<file path="config.mk">
export PLATFORM = sky130hd
export DESIGN_NAME = mem_rr_arbiter
export DESIGN_NICKNAME = d
export VERILOG_FILES = /design/src/rtl/mem_arb_pkg.sv /design/src/rtl/rr_pick.sv /design/src/rtl/mem_rr_arbiter.sv
export SDC_FILE = /design/constraint.sdc
export NUM_CORES = 1
export LEC_CHECK = 0
export CAP_MARGIN = 10
export CORE_ASPECT_RATIO = 0.7
export CORE_UTILIZATION = 47
export DETAILED_ROUTE_END_ITERATION = 16
export GPL_ROUTABILITY_DRIVEN = 0
export GPL_TIMING_DRIVEN = 0
export HOLD_SLACK_MARGIN = 0.03
export PLACE_DENSITY_LB_ADDON = 0.12
export SLEW_MARGIN = 20
export SYNTH_ARGS = -nofsm -noshare
export SYNTH_HDL_FRONTEND = slang
export SYNTH_HIERARCHICAL = 1
export SYNTH_SLANG_ARGS = --single-unit
</file>
<file path="constraint.sdc">
create_clock -name clk -period 5.85 [get_ports clk]
set_input_delay 1.4625 -clock clk [delete_from_list [all_inputs] [get_ports clk]]
set_output_delay 1.4625 -clock clk [all_outputs]
set_load 0.1 [all_outputs]
</file>
<file path="src/rtl/mem_arb_pkg.sv">
// Shared types and defaults for the round-robin memory arbiter.
package mem_arb_pkg;

  localparam int unsigned DEF_NUM_REQ = 4;
  localparam int unsigned DEF_WIDTH   = 8;
  localparam int unsigned DEF_DEPTH   = 32;
  localparam int unsigned DEF_TIMEOUT = 15;
  localparam int unsigned MAX_REQ     = 8;

  typedef enum logic [1:0] {
    IDLE  = 2'd0,
    ISSUE = 2'd1,
    WAIT  = 2'd2
  } arb_state_e;

  // One-hot decode of a requester index, sized for the largest supported NUM_REQ.
  function automatic logic [MAX_REQ-1:0] idx_to_onehot(input logic [2:0] idx);
    logic [MAX_REQ-1:0] oh;
    oh      = '0;
    oh[idx] = 1'b1;
    return oh;
  endfunction

endpackage

</file>
<file path="src/rtl/rr_pick.sv">
// Combinational round-robin picker: first set bit of mask at or after ptr, wrapping.
module rr_pick
  import mem_arb_pkg::*;
#(
  parameter int unsigned NUM_REQ = DEF_NUM_REQ,
  parameter int unsigned IDXW    = $clog2(DEF_NUM_REQ)
) (
  input  logic [NUM_REQ-1:0] mask,
  input  logic [IDXW-1:0]    ptr,
  output logic [NUM_REQ-1:0] onehot,
  output logic [IDXW-1:0]    index,
  output logic               any
);

  int unsigned cand;

  always_comb begin
    onehot = '0;
    index  = '0;
    any    = 1'b0;
    cand   = 0;
    for (int unsigned k = 0; k < NUM_REQ; k++) begin
      cand = 32'(ptr) + k;
      if (cand >= NUM_REQ) cand = cand - NUM_REQ;
      if (!any && mask[IDXW'(cand)]) begin
        any    = 1'b1;
        index  = IDXW'(cand);
        onehot = NUM_REQ'(idx_to_onehot(3'(cand)));
      end
    end
  end

endmodule

</file>
<file path="src/rtl/mem_rr_arbiter.sv">
// Round-robin arbiter sharing one single-port synchronous memory between NUM_REQ clients.
// One transaction in flight; unanswered transactions complete with err after TIMEOUT wait cycles.
module mem_rr_arbiter
  import mem_arb_pkg::*;
#(
  parameter int unsigned NUM_REQ    = DEF_NUM_REQ,
  parameter int unsigned WIDTH      = DEF_WIDTH,
  parameter int unsigned DEPTH      = DEF_DEPTH,
  parameter int unsigned ADDR_WIDTH = $clog2(DEPTH),
  parameter int unsigned TIMEOUT    = DEF_TIMEOUT
) (
  input  logic                          clk,
  input  logic                          res,
  input  logic [NUM_REQ-1:0]            req,
  input  logic [NUM_REQ-1:0]            req_wr_rd,
  input  logic [NUM_REQ*ADDR_WIDTH-1:0] req_addr,
  input  logic [NUM_REQ*WIDTH-1:0]      req_wdata,
  output logic [NUM_REQ-1:0]            gnt,
  output logic [NUM_REQ-1:0]            ack,
  output logic                          err,
  output logic [WIDTH-1:0]              rsp_rdata,
  output logic                          mem_valid,
  output logic                          mem_wr_rd,
  output logic [ADDR_WIDTH-1:0]         mem_addr,
  output logic [WIDTH-1:0]              mem_wdata,
  input  logic                          mem_ready,
  input  logic [WIDTH-1:0]              mem_rdata,
  output logic                          busy
);

  localparam int unsigned IDXW = $clog2(NUM_REQ);
  localparam int unsigned CNTW = $clog2(TIMEOUT);

  typedef struct packed {
    logic                  wr_rd;
    logic [ADDR_WIDTH-1:0] addr;
    logic [WIDTH-1:0]      wdata;
  } cmd_t;

  arb_state_e          state_q, state_d;
  logic [IDXW-1:0]     ptr_q, ptr_d;
  logic [IDXW-1:0]     win_q, win_d;
  logic [CNTW-1:0]     cnt_q, cnt_d;
  cmd_t                cmd_q, cmd_d;
  logic [NUM_REQ-1:0]  gnt_q, gnt_d;
  logic [NUM_REQ-1:0]  ack_q, ack_d;
  logic                err_q, err_d;
  logic [WIDTH-1:0]    rdata_q, rdata_d;
  logic                mvalid_q, mvalid_d;
  logic                busy_q;

  logic [NUM_REQ-1:0]  elig_c;
  logic [NUM_REQ-1:0]  pick_onehot_c;
  logic [IDXW-1:0]     pick_idx_c;
  logic                pick_any_c;
  logic                timeout_c;

  // A requester is never re-granted in its own ack cycle.
  assign elig_c = req & ~ack_q;

  rr_pick #(
    .NUM_REQ (NUM_REQ),
    .IDXW    (IDXW)
  ) u_pick (
    .mask   (elig_c),
    .ptr    (ptr_q),
    .onehot (pick_onehot_c),
    .index  (pick_idx_c),
    .any    (pick_any_c)
  );

  assign timeout_c = (cnt_q == CNTW'(TIMEOUT - 1));

  // Next-state and next-output logic.
  always_comb begin
    state_d  = state_q;
    ptr_d    = ptr_q;
    win_d    = win_q;
    cnt_d    = cnt_q;
    cmd_d    = cmd_q;
    gnt_d    = gnt_q;
    ack_d    = '0;
    err_d    = 1'b0;
    rdata_d  = '0;
    mvalid_d = 1'b0;

    case (state_q)
      IDLE: begin
        if (pick_any_c) begin
          state_d     = ISSUE;
          win_d       = pick_idx_c;
          gnt_d       = pick_onehot_c;
          cmd_d.wr_rd = req_wr_rd[pick_idx_c];
          cmd_d.addr  = req_addr[pick_idx_c*ADDR_WIDTH +: ADDR_WIDTH];
          cmd_d.wdata = req_wdata[pick_idx_c*WIDTH +: WIDTH];
          mvalid_d    = 1'b1;
        end
      end

      // mem_ready here belongs to no live request and is ignored.
      ISSUE: begin
        state_d = WAIT;
        cnt_d   = '0;
      end

      WAIT: begin
        cnt_d = cnt_q + CNTW'(1);
        if (mem_ready || timeout_c) begin
          ack_d   = gnt_q;
          err_d   = !mem_ready;
          rdata_d = (mem_ready && !cmd_q.wr_rd) ? mem_rdata : '0;
          gnt_d   = '0;
          ptr_d   = (win_q == IDXW'(NUM_REQ - 1)) ? '0 : win_q + IDXW'(1);
          state_d = IDLE;
        end
      end

      default: begin
        state_d = IDLE;
        gnt_d   = '0;
      end
    endcase
  end

  // State and output registers.
  always_ff @(posedge clk or negedge res) begin
    if (!res) begin
      state_q  <= IDLE;
      ptr_q    <= '0;
      win_q    <= '0;
      cnt_q    <= '0;
      cmd_q    <= '0;
      gnt_q    <= '0;
      ack_q    <= '0;
      err_q    <= 1'b0;
      rdata_q  <= '0;
      mvalid_q <= 1'b0;
      busy_q   <= 1'b0;
    end else begin
      state_q  <= state_d;
      ptr_q    <= ptr_d;
      win_q    <= win_d;
      cnt_q    <= cnt_d;
      cmd_q    <= cmd_d;
      gnt_q    <= gnt_d;
      ack_q    <= ack_d;
      err_q    <= err_d;
      rdata_q  <= rdata_d;
      mvalid_q <= mvalid_d;
      busy_q   <= (state_d != IDLE);
    end
  end

  assign gnt       = gnt_q;
  assign ack       = ack_q;
  assign err       = err_q;
  assign rsp_rdata = rdata_q;
  assign mem_valid = mvalid_q;
  assign mem_wr_rd = cmd_q.wr_rd;
  assign mem_addr  = cmd_q.addr;
  assign mem_wdata = cmd_q.wdata;
  assign busy      = busy_q;

endmodule

</file>
; Word-level counts from Yosys, hierarchy flattened
; Index checks and enable logic that the tools add are counted.
[word_totals]
ff_bits = 43
[classes]
n_addsub = 9
mul = 1
order_cmp = 17
eq_ne = 6
n_shift = 2
muxes = 51
bitwise = 3
n_reduce_logical = 20
[op_table]
columns = op, n
row1 = "greater-or-equal comparator 32 x 3 -> 1 bit, second input constant", 3
row2 = 2-to-1 mux 4 bit, 8
row3 = variable part select 32 x 6 -> 8 bit, 1
row4 = 2-to-1 mux 8 bit, 3
row5 = variable part select 20 x 6 -> 5 bit, 1
row6 = 2-to-1 mux 1 bit, 17
row7 = "less-than comparator 3 x 4 -> 1 bit, second input constant", 4
row8 = "less-than comparator 2 x 3 -> 1 bit, second input constant", 5
row9 = 2-to-1 mux 2 bit, 7
row10 = demux 1 bit (select 3 bit), 4
row11 = "greater-or-equal comparator 3 x 1 -> 1 bit, second input constant", 4
row12 = 2-to-1 mux 3 bit, 4
row13 = case mux 4 bit (3 select lines), 1
row14 = binary-select mux 1 bit (select 2 bit), 5
row15 = "subtractor 3 bit, second input constant", 3
row16 = logical AND 1 bit, 8
row17 = case mux 4 bit (2 select lines), 1
row18 = "adder 2 x 2 -> 3 bit, second input constant", 2
row19 = case mux 2 bit (3 select lines), 1
row20 = logical NOT 1 bit, 5
row21 = "multiplier 2 x 3 -> 5 bit, second input constant", 1
row22 = "adder 4 x 1 -> 4 bit, second input constant", 1
row23 = bitwise AND 4 bit, 1
row24 = "== test 2 bit, second input constant", 2
row25 = 14 further kinds, 17

; Longest topological paths before layout
[depth]
depth_word = 17
ltp_mapped = 11
mapped_depth_nobuf = 9

; Hierarchy
; Netlist, hierarchy kept.
[by_module_without_submodules]
columns = mod, n_inst, cells_per_inst, area_per_inst_um2, seq_area_each_um2
row1 = mem_rr_arbiter, 1, 156, 2175.8, 1076.0
row2 = rr_pick, 1, 47, 462.9, 0.0

; Least setup slack after synthesis
; OpenSTA, ideal clock, no wires.
[synth_timing]
path_kind = input -> register
start = in req[2]
end = reg cmd_q, in the netlist mem_wr_rd
setup_time_ns = 0.126
t_arrival_ns = 3.756
slack_ns = 1.968
cell_stages = 8
n_path_buf = 1
path_cell_list = nor2b_1 mux4_2 nor2b_4 a221oi_1 o21ai_0 buf_2 mux4_2 mux2_4
[synth_via]
elab_chain_len = 15
word_cells_on_any_way = 26
cone_classes = 18 x mux / 1 x bitwise / 7 x reduce/logical
[synth_lines]
columns = element, line_no
row1 = start: declaration, mem_rr_arbiter.sv:14  ; input logic [NUM_REQ-1:0] req,
row2 = bitwise AND 4 bit *, mem_rr_arbiter.sv:59  ; assign elig_c = req & ~ack_q;
row3 = binary-select mux 1 bit (select 2 bit), rr_pick.sv:25  ; if (!any && mask[IDXW'(cand)]) begin
row4 = 2-to-1 mux 1 bit (not written as such), rr_pick.sv:25
row5 = 2-to-1 mux 1 bit, rr_pick.sv:25
row6 = logical NOT 1 bit, rr_pick.sv:25
row7 = logical AND 1 bit, rr_pick.sv:25
row8 = 2-to-1 mux 1 bit, rr_pick.sv:25
row9 = logical NOT 1 bit, rr_pick.sv:25
row10 = logical AND 1 bit, rr_pick.sv:25
row11 = 2-to-1 mux 1 bit, rr_pick.sv:25
row12 = logical NOT 1 bit, rr_pick.sv:25
row13 = logical AND 1 bit, rr_pick.sv:25
row14 = 2-to-1 mux 2 bit *, rr_pick.sv:25
row15 = named net pick_idx_c[1], mem_rr_arbiter.sv:54  ; logic [IDXW-1:0] pick_idx_c;
row16 = binary-select mux 1 bit (select 2 bit) *, mem_rr_arbiter.sv:93  ; cmd_d.wr_rd = req_wr_rd[pick_idx_c];
row17 = 2-to-1 mux 1 bit (not written as such) *, mem_rr_arbiter.sv:93
row18 = end signal: assignment, mem_rr_arbiter.sv:144  ; cmd_q <= cmd_d;
row19 = end: declaration, mem_rr_arbiter.sv:44  ; cmd_t cmd_q, cmd_d;
; The timed path passes the listed nets; every way through them passes the cells marked *. The select of a mux whose other input is x is not followed.
; A chain may end at the register's enable or synchronous reset.

; Final worst setup path
[layout_timing]
start = in req[2]
end = reg cmd_q, in the netlist mem_wdata[7]
[layout_via]
elab_chain_len = 14
word_cells_on_any_way = 25
cone_classes = 1 x shift / 16 x mux / 1 x bitwise / 7 x reduce/logical
[layout_lines]
columns = element, line_no
row1 = bitwise AND 4 bit *, mem_rr_arbiter.sv:59
row2 = named net elig_c[2], mem_rr_arbiter.sv:52  ; logic [NUM_REQ-1:0] elig_c;
row3 = binary-select mux 1 bit (select 2 bit), rr_pick.sv:25
row4 = 2-to-1 mux 1 bit (not written as such), rr_pick.sv:25
row5 = 2-to-1 mux 1 bit, rr_pick.sv:25
row6 = logical NOT 1 bit, rr_pick.sv:25
row7 = logical AND 1 bit, rr_pick.sv:25
row8 = 2-to-1 mux 1 bit, rr_pick.sv:25
row9 = logical NOT 1 bit, rr_pick.sv:25
row10 = logical AND 1 bit, rr_pick.sv:25
row11 = 2-to-1 mux 1 bit, rr_pick.sv:25
row12 = logical NOT 1 bit, rr_pick.sv:25
row13 = logical AND 1 bit, rr_pick.sv:25
row14 = 2-to-1 mux 2 bit *, rr_pick.sv:25
row15 = named net pick_idx_c[1], mem_rr_arbiter.sv:54
row16 = variable part select 32 x 6 -> 8 bit *, mem_rr_arbiter.sv:95  ; cmd_d.wdata = req_wdata[pick_idx_c*WIDTH +: WIDTH];
; Marks and branches as above.

==> summary.md <==
| Metric | Value |
|---|---|
| Status | complete, no violations |
| Final critical-path required period | between 4 and 5 ns |
| Detailed-route wire length | between 6 and 7 mm |
| Setup bufs post-CTS | 0 |
| Clock Latency Late Sink | about 0.3 ns |
| Largest net degree at the start of global routing | 34 |
| Routed vias/inst | 5.38 |
| Synthesis-to-layout area growth | 48.2% |
| Die Y | 64.7 microns |
| ANT nets after route | 0 |
| Drt drc | 0 |
| Congestion Overflow GR | 0 |
| Via count | around 2,100 |
| Static Leakage | 1.66 nW |
| Worst path required time | 6.04 ns |
| DP HPWL | 4.98 mm |
| Clock root cell | clkbuf_8 |
| Measured slew at the worst slew-check pin | slightly above 1 ns |
| CTS tree | yes |
| Setup violators final | 0 |
| First-pass GRT wire length | 10.5 mm |
| Wire per inst | ~17 microns |
| WHS Path Cells | 1 |
| Worst-path clk slew | 0.08 ns |
| Worst r2r src | ptr_q[0]$_DFFE_PN0P_ |
| YS warnings | 6 |
| Chip Width | 91.6 microns |
| Proportion of layout cells with a drive suffix above 1 | between 15 and 20% |
| RSZ-0062 raised after global routing | false |
| H-tree Lvls | 2 |
| Max Root-Sink Buffers | 2 |
| Slew Limit Fails | 0 |
| Num ports | 104 |
| Most used cell, CP | mux4_2 |
| Cell Pwr Density | 636 nW/um^2 |
| Effective utilization at floorplan | 49.7% |
| Fin. Hold Viols | 0 |
| Post-Synthesis Cells | about 200 |
| Relative max-transition margin | between 30% and 40% |
| Sinks on Clock Net | 43 |
| Nets | 400 |
| Unique masters post-synth | 38 |
| Die area | roughly 5900 sq um |
| Hold_buf cts | 0 |
| Period utilization | 76.4% |
| Post-Syn Nets | a little under 300 |
| Yosys reg bits | 43 |
| Post-route cell area | between 3000 and 4000 sq um |
| Crit path DAT | approximately 4.7 ns |
| Initial antenna violation count | 0 |
| Slowest cell on the critical path | o21ai_0 |
| DP Area | around 3800 sq um |
| Critical path launch point type | primary input |
| CP Cell Sequence | clkdlybuf4s50_1, nor2b_1, mux4_2, nor2b_4, a221oi_1, o21ai_0, buf_2, mux4_2, mux2_4 |
| CTS buffer count | 5 |
| CP Class | in2reg |
| Hold Path Origin | mem_wdata[0]$_DFFE_PN0P_ |
| Worst vdd ir | roughly 380 uV |
| DR iter-0 viols | 54 |
| Maxcap violations | 0 |
| Worst-path fanout max | 10 |
| Post-cts gate resize count | 0 |
| Worst hold-check path type | reg2reg |
| Post-synthesis sequential area ratio | 40.8% |
| Ant diodes | 0 |
| Max Clock Skew | around 0.0049 ns |
| TNS Setup | 0 ns |
| Syn Std Cell Area | between 2000 and 3000 sq um |
| Achievable clock frequency | 0.224 GHz |
| Drt pass-1 iters | 4 |
| Mean Syn Cell Area | roughly 13 sq um |
| Vias in the first global route | between 2,000 and 2,500 |
| Crit. Startpoint | req[2] |
| FP Rows | 22 |
| Crit. End Element | register |
| GRT Total Usage | between 20% and 30% |
| PortBufs | about 100 |
| FF-to-FF path depth | 10 |
| Core box area | between 5000 and 6000 sq um |
| Worst path max stage delay | 0.67 ns |
report_power, final:
group / internal, mW / switching, mW
Sequential: 0.398 / 0.0754
Combinational: 0.720 / 1.02
Clock: 0.170 / 0.106
critical path, delay by kind of cell:
| kind | cells | cell delay [ns] |
|---|---|---|
| simple gates | 2 | 0.40 |
| mux | 3 | 1.26 |
| buf+inv | 2 | 0.78 |
| compound gates | 2 | 0.76 |
path summary, 6_finish.rpt:
check	endpoint	slack, ns
max	mem_wdata[7]$_DFFE_PN0P_	1.38
min	mem_wdata[0]$_DFFE_PN0P_	0.52
max reg2reg	mem_wdata[7]$_DFFE_PN0P_	1.99
min reg2reg	mem_wdata[0]$_DFFE_PN0P_	0.52
max in group asynchronous	cnt_q[1]$_DFFE_PN0P_	4.35
min in group asynchronous	mem_wdata[5]$_DFFE_PN0P_	1.03
per-stage QoR:
step | setup WS (ns) | utilization (%) | power [mW] | std cells | hold WS, ns
2_1_floorplan | 1.97 | - | 1.84 | 203 | 0.484
3_3_place_gp | 1.05 | 70.8 | 2.20 | 378 | 0.491
3_5_place_dp | 1.05 | 71.1 | 2.21 | 379 | 0.496
4_1_cts | 1.39 | 73.6 | 2.50 | 387 | 0.516
5_1_grt | 1.25 | 73.6 | 2.62 | 387 | 0.525
6_report | 1.38 | 73.6 | 2.49 | 387 | 0.516
cells in the final DEF, fill, tap and decap left out, types with 3 or more instances in the layout:
master and n:
a21oi_1 3, a221oi_1 5, and2_1 12, and2b_2 4, clkbuf_8 6, clkdlybuf4s50_1 102
dfrtp_1 43, ha_1 15, inv_1 9, mux2_2 10, mux2_4 9, mux2i_1 3
mux4_1 5, mux4_2 13, nand2_1 9, nand3_1 7, nor2_1 5, nor2b_1 8
nor3_1 3, o211ai_1 8, o21ai_0 6, o2bb2ai_1 5
cells by family (layout without fill, tap and decap cells):
group	count (synthesis)	in the layout	synth area share, %
mux	40	40	26.6
compound gates	34	34	9.34
buf+inv	18	130	4.17
flops	43	43	40.8
simple gates	53	53	12.0
fa+ha+maj	15	15	7.11
layout make-up:
| type | count | area [sq um] |
|---|---|---|
| buffer | 8 | 72.6 |
| clock buffer | 5 | 68.8 |
| clock inverter | 3 | 67.6 |
| fill | 352 | 1400 |
| inverter | 10 | 37.5 |
| multi-input combinational | 142 | 1450 |
| sequential | 43 | 1080 |
| tap | 72 | 90.1 |
| timing repair buffer | 104 | 1050 |
registers in the layout, indices dropped and copies added, names as in the netlist:
signal and count:
cnt_q 4, mem_valid 1, mem_wdata 8, rsp_rdata 8, busy 1, mem_wr_rd 1
state_q 2, ptr_q 2, win_q 2, ack 4, err 1, mem_addr 5
gnt 4
synthesized netlist by cell type, drive strengths merged:
master | number | area, sq um
dfrtp | 43 | 1080
mux2 | 19 | 248
mux4 | 18 | 424
ha | 15 | 188
and2 | 13 | 83.8
inv | 9 | 33.8
nand2 | 9 | 33.8
nor2b | 9 | 63.8
o211ai | 8 | 60.1
nand3 | 7 | 35.0
buf | 6 | 55.0
o21ai | 6 | 30.0
a221oi | 5 | 43.8
nor2 | 5 | 18.8
o2bb2ai | 5 | 43.8
and2b | 4 | 35.0
nor3 | 4 | 31.3
a21oi | 3 | 15.0
mux2i | 3 | 30.0
a21o | 2 | 15.0
clkbuf | 2 | 17.5
o31ai | 2 | 15.0
a211oi | 1 | 7.51
clkinv | 1 | 3.75
nand2b | 1 | 6.26
nand4b | 1 | 8.76
o21a | 1 | 7.51
o32ai | 1 | 8.76
per-layer routing:
metal / up-vias / global-route usage (%) / wire length [microns]
li1: 983 / - / -
met1: 1009 / 33.3 / 3150
met2: 82 / 35.2 / 2770
met3: 7 / 6.34 / 528
met4: 0 / 6.55 / 72
met5: - / 0 / 0
Note: power is estimated with default switching activity, not from simulation.
